$ cat src/rtl/tt_power_pkg.sv
// Shared types and constants for the burst/gap power-load sequencer.
package tt_power_pkg;

  localparam int unsigned CNT_W = 16;

  typedef enum logic [1:0] {
    IDLE  = 2'd0,
    BURST = 2'd1,
    GAP   = 2'd2
  } state_t;

  typedef enum logic [1:0] {
    STATIC  = 2'd0,
    QUARTER = 2'd1,
    HALF    = 2'd2,
    FULL    = 2'd3
  } mode_t;

  // Galois right-shift mask for x^16+x^14+x^13+x^11+1
  localparam logic [15:0] LFSR_TAPS    = 16'hB400;
  localparam logic [15:0] DEFAULT_SEED = 16'hACE1;

  // Whether the operand registers reload in the current burst phase
  function automatic logic load_due(input mode_t m, input logic [1:0] ph);
    case (m)
      STATIC:  return 1'b0;
      QUARTER: return (ph == 2'd0);
      HALF:    return ~ph[0];
      default: return 1'b1;
    endcase
  endfunction

endpackage

$ cat src/rtl/tt_lfsr16.sv
// 16-bit Galois LFSR with synchronous reload to the seed.
module tt_lfsr16
  import tt_power_pkg::*;
#(
  parameter logic [15:0] SEED = DEFAULT_SEED
) (
  input  logic        clk,
  input  logic        rst_n,
  input  logic        load,
  input  logic        step,
  output logic [15:0] state
);

  always_ff @(posedge clk or negedge rst_n) begin
    if (!rst_n) begin
      state <= SEED;
    end else if (load) begin
      state <= SEED;
    end else if (step) begin
      state <= {1'b0, state[15:1]} ^ (state[0] ? LFSR_TAPS : 16'h0000);
    end
  end

endmodule

$ cat src/rtl/tt_um_power_seq.sv
// Burst/gap sequencer toggling a shared 7-bit adder with LFSR operands.
module tt_um_power_seq
  import tt_power_pkg::*;
#(
  parameter logic [15:0] LFSR_SEED  = DEFAULT_SEED,
  parameter int unsigned BURST_UNIT = 16
) (
  input  logic       clk,
  input  logic       rst_n,
  input  logic       ena,
  input  logic [7:0] ui_in,
  input  logic [7:0] uio_in,
  output logic [7:0] uo_out,
  output logic [7:0] uio_out,
  output logic [7:0] uio_oe
);

  logic [1:0]       sync1;
  logic [1:0]       sync2;
  logic             start_prev;
  logic             start_edge;
  logic             stop_lvl;
  state_t           state;
  mode_t            mode;
  logic [CNT_W-1:0] cnt;
  logic [CNT_W-1:0] burst_len;
  logic [CNT_W-1:0] gap_len;
  logic [CNT_W-1:0] new_burst_len;
  logic [CNT_W-1:0] new_gap_len;
  logic [1:0]       phase;
  logic [6:0]       op_a;
  logic [6:0]       op_b;
  logic             done;
  logic [15:0]      lfsr_q;
  logic             lfsr_load;
  logic             lfsr_step;
  logic             unused_uio;

  assign unused_uio = ^uio_in[7:4];

  // Synchronizers keep running while ena is low
  always_ff @(posedge clk or negedge rst_n) begin
    if (!rst_n) begin
      sync1 <= 2'b00;
      sync2 <= 2'b00;
    end else begin
      sync1 <= ui_in[1:0];
      sync2 <= sync1;
    end
  end

  assign start_edge    = sync2[0] & ~start_prev;
  assign stop_lvl      = sync2[1];
  assign new_burst_len = (CNT_W'(ui_in[7:4]) + CNT_W'(1)) * CNT_W'(BURST_UNIT);
  assign new_gap_len   = CNT_W'(uio_in[3:0]) * CNT_W'(BURST_UNIT);
  assign lfsr_load     = ena & (state == IDLE) & start_edge;
  assign lfsr_step     = ena & (state == BURST);

  tt_lfsr16 #(.SEED(LFSR_SEED)) u_lfsr (
    .clk   (clk),
    .rst_n (rst_n),
    .load  (lfsr_load),
    .step  (lfsr_step),
    .state (lfsr_q)
  );

  // Sequencer, counters, operands and sum register; stop beats expiry
  always_ff @(posedge clk or negedge rst_n) begin
    if (!rst_n) begin
      start_prev <= 1'b0;
      state      <= IDLE;
      mode       <= STATIC;
      cnt        <= '0;
      burst_len  <= '0;
      gap_len    <= '0;
      phase      <= 2'd0;
      op_a       <= 7'd0;
      op_b       <= 7'd0;
      done       <= 1'b0;
      uo_out     <= 8'd0;
    end else if (ena) begin
      start_prev <= sync2[0];
      uo_out     <= {1'b0, op_a} + {1'b0, op_b};
      case (state)
        IDLE: begin
          if (start_edge) begin
            burst_len <= new_burst_len;
            gap_len   <= new_gap_len;
            mode      <= mode_t'(ui_in[3:2]);
            cnt       <= new_burst_len - CNT_W'(1);
            phase     <= 2'd0;
            done      <= 1'b0;
            state     <= BURST;
          end
        end
        BURST: begin
          if (load_due(mode, phase)) begin
            op_a <= lfsr_q[6:0];
            op_b <= lfsr_q[13:7];
          end
          phase <= phase + 2'd1;
          if (stop_lvl || (cnt == '0 && gap_len == '0)) begin
            state <= IDLE;
            done  <= 1'b1;
            cnt   <= '0;
            op_a  <= 7'd0;
            op_b  <= 7'd0;
          end else if (cnt == '0) begin
            state <= GAP;
            cnt   <= gap_len - CNT_W'(1);
          end else begin
            cnt <= cnt - CNT_W'(1);
          end
        end
        GAP: begin
          if (stop_lvl) begin
            state <= IDLE;
            done  <= 1'b1;
            cnt   <= '0;
            op_a  <= 7'd0;
            op_b  <= 7'd0;
          end else if (cnt == '0) begin
            state <= BURST;
            cnt   <= burst_len - CNT_W'(1);
            phase <= 2'd0;
          end else begin
            cnt <= cnt - CNT_W'(1);
          end
        end
        default: state <= IDLE;
      endcase
    end
  end

  assign uio_out = {done, (state == GAP), (state == BURST), (state != IDLE), 4'b0000};
  assign uio_oe  = 8'hF0;

endmodule

$ cat config.mk
export PLATFORM = sky130hd
export DESIGN_NAME = tt_um_power_seq
export DESIGN_NICKNAME = d
export VERILOG_FILES = /design/src/rtl/tt_power_pkg.sv /design/src/rtl/tt_lfsr16.sv /design/src/rtl/tt_um_power_seq.sv
export SDC_FILE = /design/constraint.sdc
export NUM_CORES = 1
export LEC_CHECK = 0
export BUFFER_PORTS_ARGS = -buffer_cell sky130_fd_sc_hd__buf_4
export CAP_MARGIN = 25
export CORE_AREA = 2 2 114 116
export CTS_CLUSTER_DIAMETER = 200
export DETAILED_ROUTE_END_ITERATION = 12
export DIE_AREA = 0 0 116 118
export PLACE_DENSITY = 0.57
export SLEW_MARGIN = 20
export SYNTH_ARGS = -nofsm -noshare
export SYNTH_HDL_FRONTEND = slang
export SYNTH_HIERARCHICAL = 1
export SYNTH_SLANG_ARGS = --single-unit
$ cat constraint.sdc
create_clock -name clk -period 3 [get_ports clk]
set_input_delay 0.6 -clock clk [delete_from_list [all_inputs] [get_ports clk]]
set_output_delay 0.6 -clock clk [all_outputs]
set_load 0.03 [all_outputs]
==> results.cfg, run 1 <==
[run_status]
status = complete, no violations

[worst_setup_path]
crit_fanout = 7
required_ns = 3.23
slowest_stage = or4_1
cp-start-kind = flip-flop
cp.arrival_ns = 2.63
r2r-end = cnt[9]$_DFFE_PN0P_
crit_path_end_kind = flip-flop
r2r_slack_ns = 0.60
path_cells = or4_1, nor4_1, o311a_1, a31o_2, a21oi_1
rr_worst_depth = 5
worst-setup-path-type = reg2reg
max_stage_delay_ns = 0.70
reg2reg_from = cnt[3]$_DFFE_PN0P_

[cts]
clkSinkCount = 75
htreeDepth = 3
clkTransAtPathRegs_ns = 0.06
cts_buffer_depth = 2
post_cts_resized = 0
clk_latency_ns = 0.34
cts_setup_buffers = 0
cts_root_buf = clkbuf_16
cts_buffers = 9
ctsHoldBuffers = 0
tritoncts = built

[route]
drtIter0Drc = 181
routed_wl_mm = 9.40
viasPerCell = 4.98
first_pass_iters = 4
routed-via-count = 3198
wl_per_cell_um = 14.6
antenna_left = 0
drcViolationCount = 0

[power]
p_int_mw = 2.91
power.switching_mw = 1.88
power_leakage_nw = 2.22
peakVddDrop_v = 0.000395
switching_share = 0.393
power_density_mw_per_mm2 = 974
power_frac_seq = 0.390
pwr-share-comb = 0.386
p_clk_frac = 0.224

[synthesis]
synth_edf_count = 0
yosys-top-cells-area = dfrtp_1 39%, ha_1 5.3%, dfstp_2 4.9%
synth_top_area_share = 0.392
synthArstFlopShare = 1.00
synth.ff_latch_count = 75
yosysUniqueCellTypes = 71
ys_seq_area_frac = 0.441
synth_cells = 440
yosys.area.top_type = dfrtp_1
synth-main-ff-cell = dfrtp_1
yosys_warnings = 6
avgSynthCellArea_um2 = 9.71
synthesis.area_mm2 = 0.00427

[job]
drv_cap = 0

[timing]
layout_min_cycle_time_ns = 2.40
hold_viol = 0
rsz0062_at_grt = no
setup_slack_ns = 0.598
fmax_mhz = 416
period_share = 0.801
slew_headroom = 0.542
drv_slew = 0
setup_viol = 0
worstMarginPinSlew_ns = 0.681
skew_ns = 0.00643
fin_tns_setup_ns = 0

[global_route]
grtUsageTotal = 0.150
grt_antenna_before_repair = 0
grt_pass1_vias = 3212
grt.overflow.total = 0
grt_max_degree = 76
grt_pass1_wl_mm = 16.1

[floorplan]
core_mm2 = 0.0124
ioPinCount = 43
rows = 41
dieWidth_um = 116
die-area_mm2 = 0.0137
start_util = 0.344
die_h_um = 118

[finish]
drive_gt1_frac = 0.189
nets = 503
areaGrowthSynthToFinish_pct = 14.9
layout_common_cells = 67 x dfrtp_1, 48 x nand2_1, 37 x buf_4, 29 x o21ai_0, 28 x inv_1
final_common_cell = dfrtp_1
num_antenna_cells = 0

[placement]
dp.final_hpwl_mm = 6.71
pre_cts_slack_ns = 0.497
io_buffers = 26
gp_congestion = 0.837

[min_path]
hp-class = in2async
-- final cells by class --
cell class	instances	area, µm²
clock buffer	10	239
clock inverter	6	55.1
fill	1286	7500
inverter	28	105
multi-input combinational	313	2100
sequential	75	1890
tap	172	215
timing repair buffer	38	305
-- stage by stage --
step | hold slack, ns | power, mW | util | area (µm²) | std cells
finish | 0.170 | 4.78 | 0.395 | 4910 | 642
global route | 0.191 | 5.16 | 0.395 | 4910 | 642
CTS | 0.343 | 4.83 | 0.393 | 4880 | 641
detailed placement | 0.335 | 3.73 | 0.370 | 4590 | 625
global placement | 0.333 | 3.66 | 0.370 | 4590 | 625
floorplan | 0.304 | 3.21 | - | 4310 | 450
-- layer usage --
| layer | routed length, µm | vias to the layer above | global-route usage |
|---|---|---|---|
| met1 | 4700 | 1527 | 0.217 |
| met4 | 136 | 0 | 0.0521 |
| met3 | 423 | 9 | 0.0371 |
| met2 | 4140 | 67 | 0.216 |
| met5 | 0 | - | 0 |
| li1 | - | 1595 | - |
-- worst max path at each step --
| stage | startpoint | end | cells past startpoint |
|---|---|---|---|
| final | cnt[3]$_DFFE_PN0P_ | cnt[9]$_DFFE_PN0P_ | 5 |
| after global routing | cnt[3]$_DFFE_PN0P_ | cnt[12]$_DFFE_PN0P_ | 6 |
| after detailed placement | ena | cnt[10]$_DFFE_PN0P_ | 7 |
| after CTS | cnt[3]$_DFFE_PN0P_ | cnt[9]$_DFFE_PN0P_ | 5 |
| after global placement | ena | cnt[9]$_DFFE_PN0P_ | 7 |
| after floorplan | ena | u_lfsr/state[14]$_DFFE_PN0P_ | 9 |
-- logic make-up (layout without fill, tap and decap cells) --
| family | after synthesis | in the layout | synth area share |
|---|---|---|---|
| xor+xnor | 16 | 16 | 0.0328 |
| compound gates | 117 | 117 | 0.194 |
| flops | 75 | 75 | 0.441 |
| buf+inv | 62 | 82 | 0.0752 |
| mux | 13 | 13 | 0.0319 |
| fa+ha+maj | 19 | 19 | 0.0574 |
| simple gates | 136 | 136 | 0.165 |
| other cells | 2 | 12 | 0.00176 |
-- Yosys cell counts (3+ instances only) --
cell and n:
xnor2_1 9, nand2b_1 4, buf_4 13, a21oi_1 24
nor4_1 6, or3_1 4, buf_2 7, nand3_1 5
ha_1 18, and3_1 4, o31ai_1 3, mux2i_1 8
o21a_1 3, dfrtp_1 67, nor2_1 26, clkbuf_1 11
a22oi_1 3, nand2_1 48, and2_1 3, a22o_1 14
nor2b_1 5, xor2_1 7, and2b_2 4, a211o_2 5
mux2_2 5, dfstp_2 8, o21ai_0 29, o22a_1 3
nor3_1 9, a211o_1 3, nor3b_1 3, inv_1 28
-- sequential cells by signal (all words and copies together) (netlist names) --
name,flops
gap_len,4
op_b,7
op_a,7
uo_out,8
sync2,2
phase,2
cnt,16
done,1
u_lfsr/state,16
burst_len,5
start_prev,1
mode,2
sync1,2
state,2
-- power by group through the flow --
| stage | Sequential (mW) | Combinational (mW) | Clock [mW] |
|---|---|---|---|
| CTS | 1.87 | 1.85 | 1.10 |
| global placement | 1.87 | 1.78 | 0 |
| global route | 1.94 | 2.07 | 1.15 |
| floorplan | 1.84 | 1.38 | 0 |
| detailed placement | 1.89 | 1.84 | 0 |
| finish | 1.87 | 1.85 | 1.07 |
-- worst max-delay path, delay by kind of cell, from the launching register on --
family | cells | cell delay, ns
compound gates | 3 | 0.52
flops | 1 | 0.44
simple gates | 2 | 1.33
Power figures use the tool's default switching activity.
==> inputs of run 2 (changes only) <==
ABC_AREA = 1   (was default)
CORE_AREA = 2 2 117 119   (was 2 2 114 116)
DIE_AREA = 0 0 119 121   (was 0 0 116 118)
clock period = 2.3 ns   (was 3 ns; I/O delays follow)
==> run 2 against run 1 <==
  * Largest power group is now combinational cells
  * Critical endpoint is now state[1]$_DFFE_PN0P_
  * Critical path depth rose by 6
  * Sequential cell count is the same
  * Largest cell class unchanged
  * Highest routed layer unchanged
  * Utilization down 0.36 points
==> results.cfg, run 2 <==
[route]
viasPerCell = 4.63
first_pass_iters = 4
antenna_left = 0
routed-via-count = 3696
drcViolationCount = 0
routed_wl_mm = 9.80
wl_per_cell_um = 12.3
drtIter0Drc = 250

[timing]
slew_headroom = 0.592
setup_viol = 0
layout_min_cycle_time_ns = 1.99
fmax_mhz = 502
skew_ns = 0.00785
rsz0062_at_grt = no
hold_viol = 0
drv_slew = 0
whs_ns = 0.0809
period_share = 0.867
setup_slack_ns = 0.306
fin_tns_setup_ns = 0
worstMarginPinSlew_ns = 0.609

[synthesis]
synth.ff_latch_count = 75
ys_seq_area_frac = 0.422
synth_cells = 586
synthArstFlopShare = 1.00
yosys-top-cells-area = dfrtp_1 37%, nand2_1 14%, nand3_1 5.5%
synth_edf_count = 0
synth_top_area_share = 0.375
avgSynthCellArea_um2 = 7.64
synthesis.area_mm2 = 0.00448
yosys.area.top_type = dfrtp_1
yosysUniqueCellTypes = 40
synth_common_cells = 167 x nand2_1, 67 x dfrtp_1, 60 x inv_1
synth-main-ff-cell = dfrtp_1
yosys_warnings = 6
yosysMostFrequentCell = nand2_1

[worst_setup_path]
required_ns = 2.53
worst-setup-path-type = reg2reg
reg2reg_from = cnt[0]$_DFFE_PN0P_
r2r_slack_ns = 0.31
cp-start-kind = flip-flop
crit_path_end_kind = flip-flop
cp.arrival_ns = 2.22
crit_fanout = 6
rr_worst_depth = 11
r2r-end = state[1]$_DFFE_PN0P_

[cts]
htreeDepth = 3
post_cts_resized = 0
tritoncts = built
cts_buffer_depth = 2
clkSinkCount = 75
clk_latency_ns = 0.34
cts_setup_buffers = 0
cts_buffers = 9
cts_root_buf = clkbuf_16
clkTransAtPathRegs_ns = 0.06
ctsHoldBuffers = 0

[power]
power_leakage_nw = 2.53
peakVddDrop_v = 0.000388
power_density_mw_per_mm2 = 1320
total_power_mw = 6.75

[finish]
n_fill_cell = 1352
drive_gt1_frac = 0.158
nets = 655
final_common_cell = nand2_1
top_regs = cnt (16), u_lfsr/state (16), uo_out (8)
areaGrowthSynthToFinish_pct = 14.6
num_antenna_cells = 0
layout.cells.non_filler = 798
layout_common_cells = 167 x nand2_1, 67 x dfrtp_1, 60 x inv_1, 49 x nand3_1, 45 x nor2_1

[placement]
gp_congestion = 0.875
io_buffers = 26
place_inst = 782
dp.final_hpwl_mm = 7.27
pre_cts_slack_ns = 0.335

[floorplan]
core_mm2 = 0.0131
die-area_mm2 = 0.0144
dieWidth_um = 119
die_h_um = 121
rows = 42
start_util = 0.342
ioPinCount = 43

[global_route]
grtUsageTotal = 0.145
grt_max_degree = 40
grt_antenna_before_repair = 0
grt_pass1_wl_mm = 16.9
grt_pass1_vias = 3476
grt.overflow.total = 0

[min_path]
hp-class = in2async

[job]
drv_cap = 0

[run_status]
status = complete, no violations
-- run 2: cell types whose count changed in the layout (fill, tap and decap cells not counted), sizes merged, moves of 8 or more --
cell	delta
nand2	+126
nand3	+42
inv	+36
nor2	+30
a22o	-14
o21ai	+12
a21oi	+11
a211o	-8
mux2i	-8
nand4	+8
nor4	-8
-- run 2: how the worst max path moves through the flow --
stage / from / endpoint / slack, ns / cells after the start
after CTS: cnt[0]$_DFFE_PN0P_ / state[1]$_DFFE_PN0P_ / 0.30 / 11
after global routing: cnt[0]$_DFFE_PN0P_ / state[1]$_DFFE_PN0P_ / 0.07 / 11
after global placement: cnt[0]$_DFFE_PN0P_ / state[1]$_DFFE_PN0P_ / 0.33 / 11
final: cnt[0]$_DFFE_PN0P_ / state[1]$_DFFE_PN0P_ / 0.31 / 11
after floorplan: state[1]$_DFFE_PN0P_ / op_a[2]$_DFFE_PN0P_ / 0.41 / 8
after detailed placement: cnt[0]$_DFFE_PN0P_ / state[1]$_DFFE_PN0P_ / 0.34 / 11
-- run 2: cell type report --
cell class / count / area [µm²] / area share
clock buffer: 10 / 239 / 0.0466
clock inverter: 6 / 47.5 / 0.00927
inverter: 67 / 254 / 0.0495
multi-input combinational: 427 / 2190 / 0.427
sequential: 75 / 1890 / 0.368
tap: 176 / 220 / 0.0429
timing repair buffer: 37 / 290 / 0.0566
-- run 2: logic make-up after synthesis --
family	synth area share
xor gates and xnor gates	0.0176
AOI/OAI and AO/OA	0.107
DFF	0.422
adders and majority gates	0.0548
other	0.00168
and+or+nand+nor	0.299
buffers and inverters	0.0987
-- run 2: power breakdown --
part	internal [mW]	switching [mW]
Sequential	1.93	0.456
Clock	0.772	0.611
Combinational	1.09	1.89
-- run 2: per-layer routing --
layer  wire length, µm  GRT usage
met4               172     0.0603
met3               365     0.0244
met5                 0          0
met2              4230      0.217
met1              5030      0.208
-- run 2: through the flow --
step                instance area, µm²   util
detailed placement                4840  0.370
CTS                               5130  0.392
floorplan                         4510      -
finish                            5130  0.392
global placement                  4840  0.370
global route                      5130  0.392
-- run 2: worst max-delay path, stage by stage (launching register included) --
cell and delay [ns]:
dfrtp_1 0.37, inv_1 0.16, ha_1 0.20, inv_1 0.07, nor3_2 0.28, nand4_4 0.17, nand2_2 0.13, nand2_1 0.15
nand2_1 0.14, nand2_1 0.08, nand2_1 0.06, nand2_1 0.05
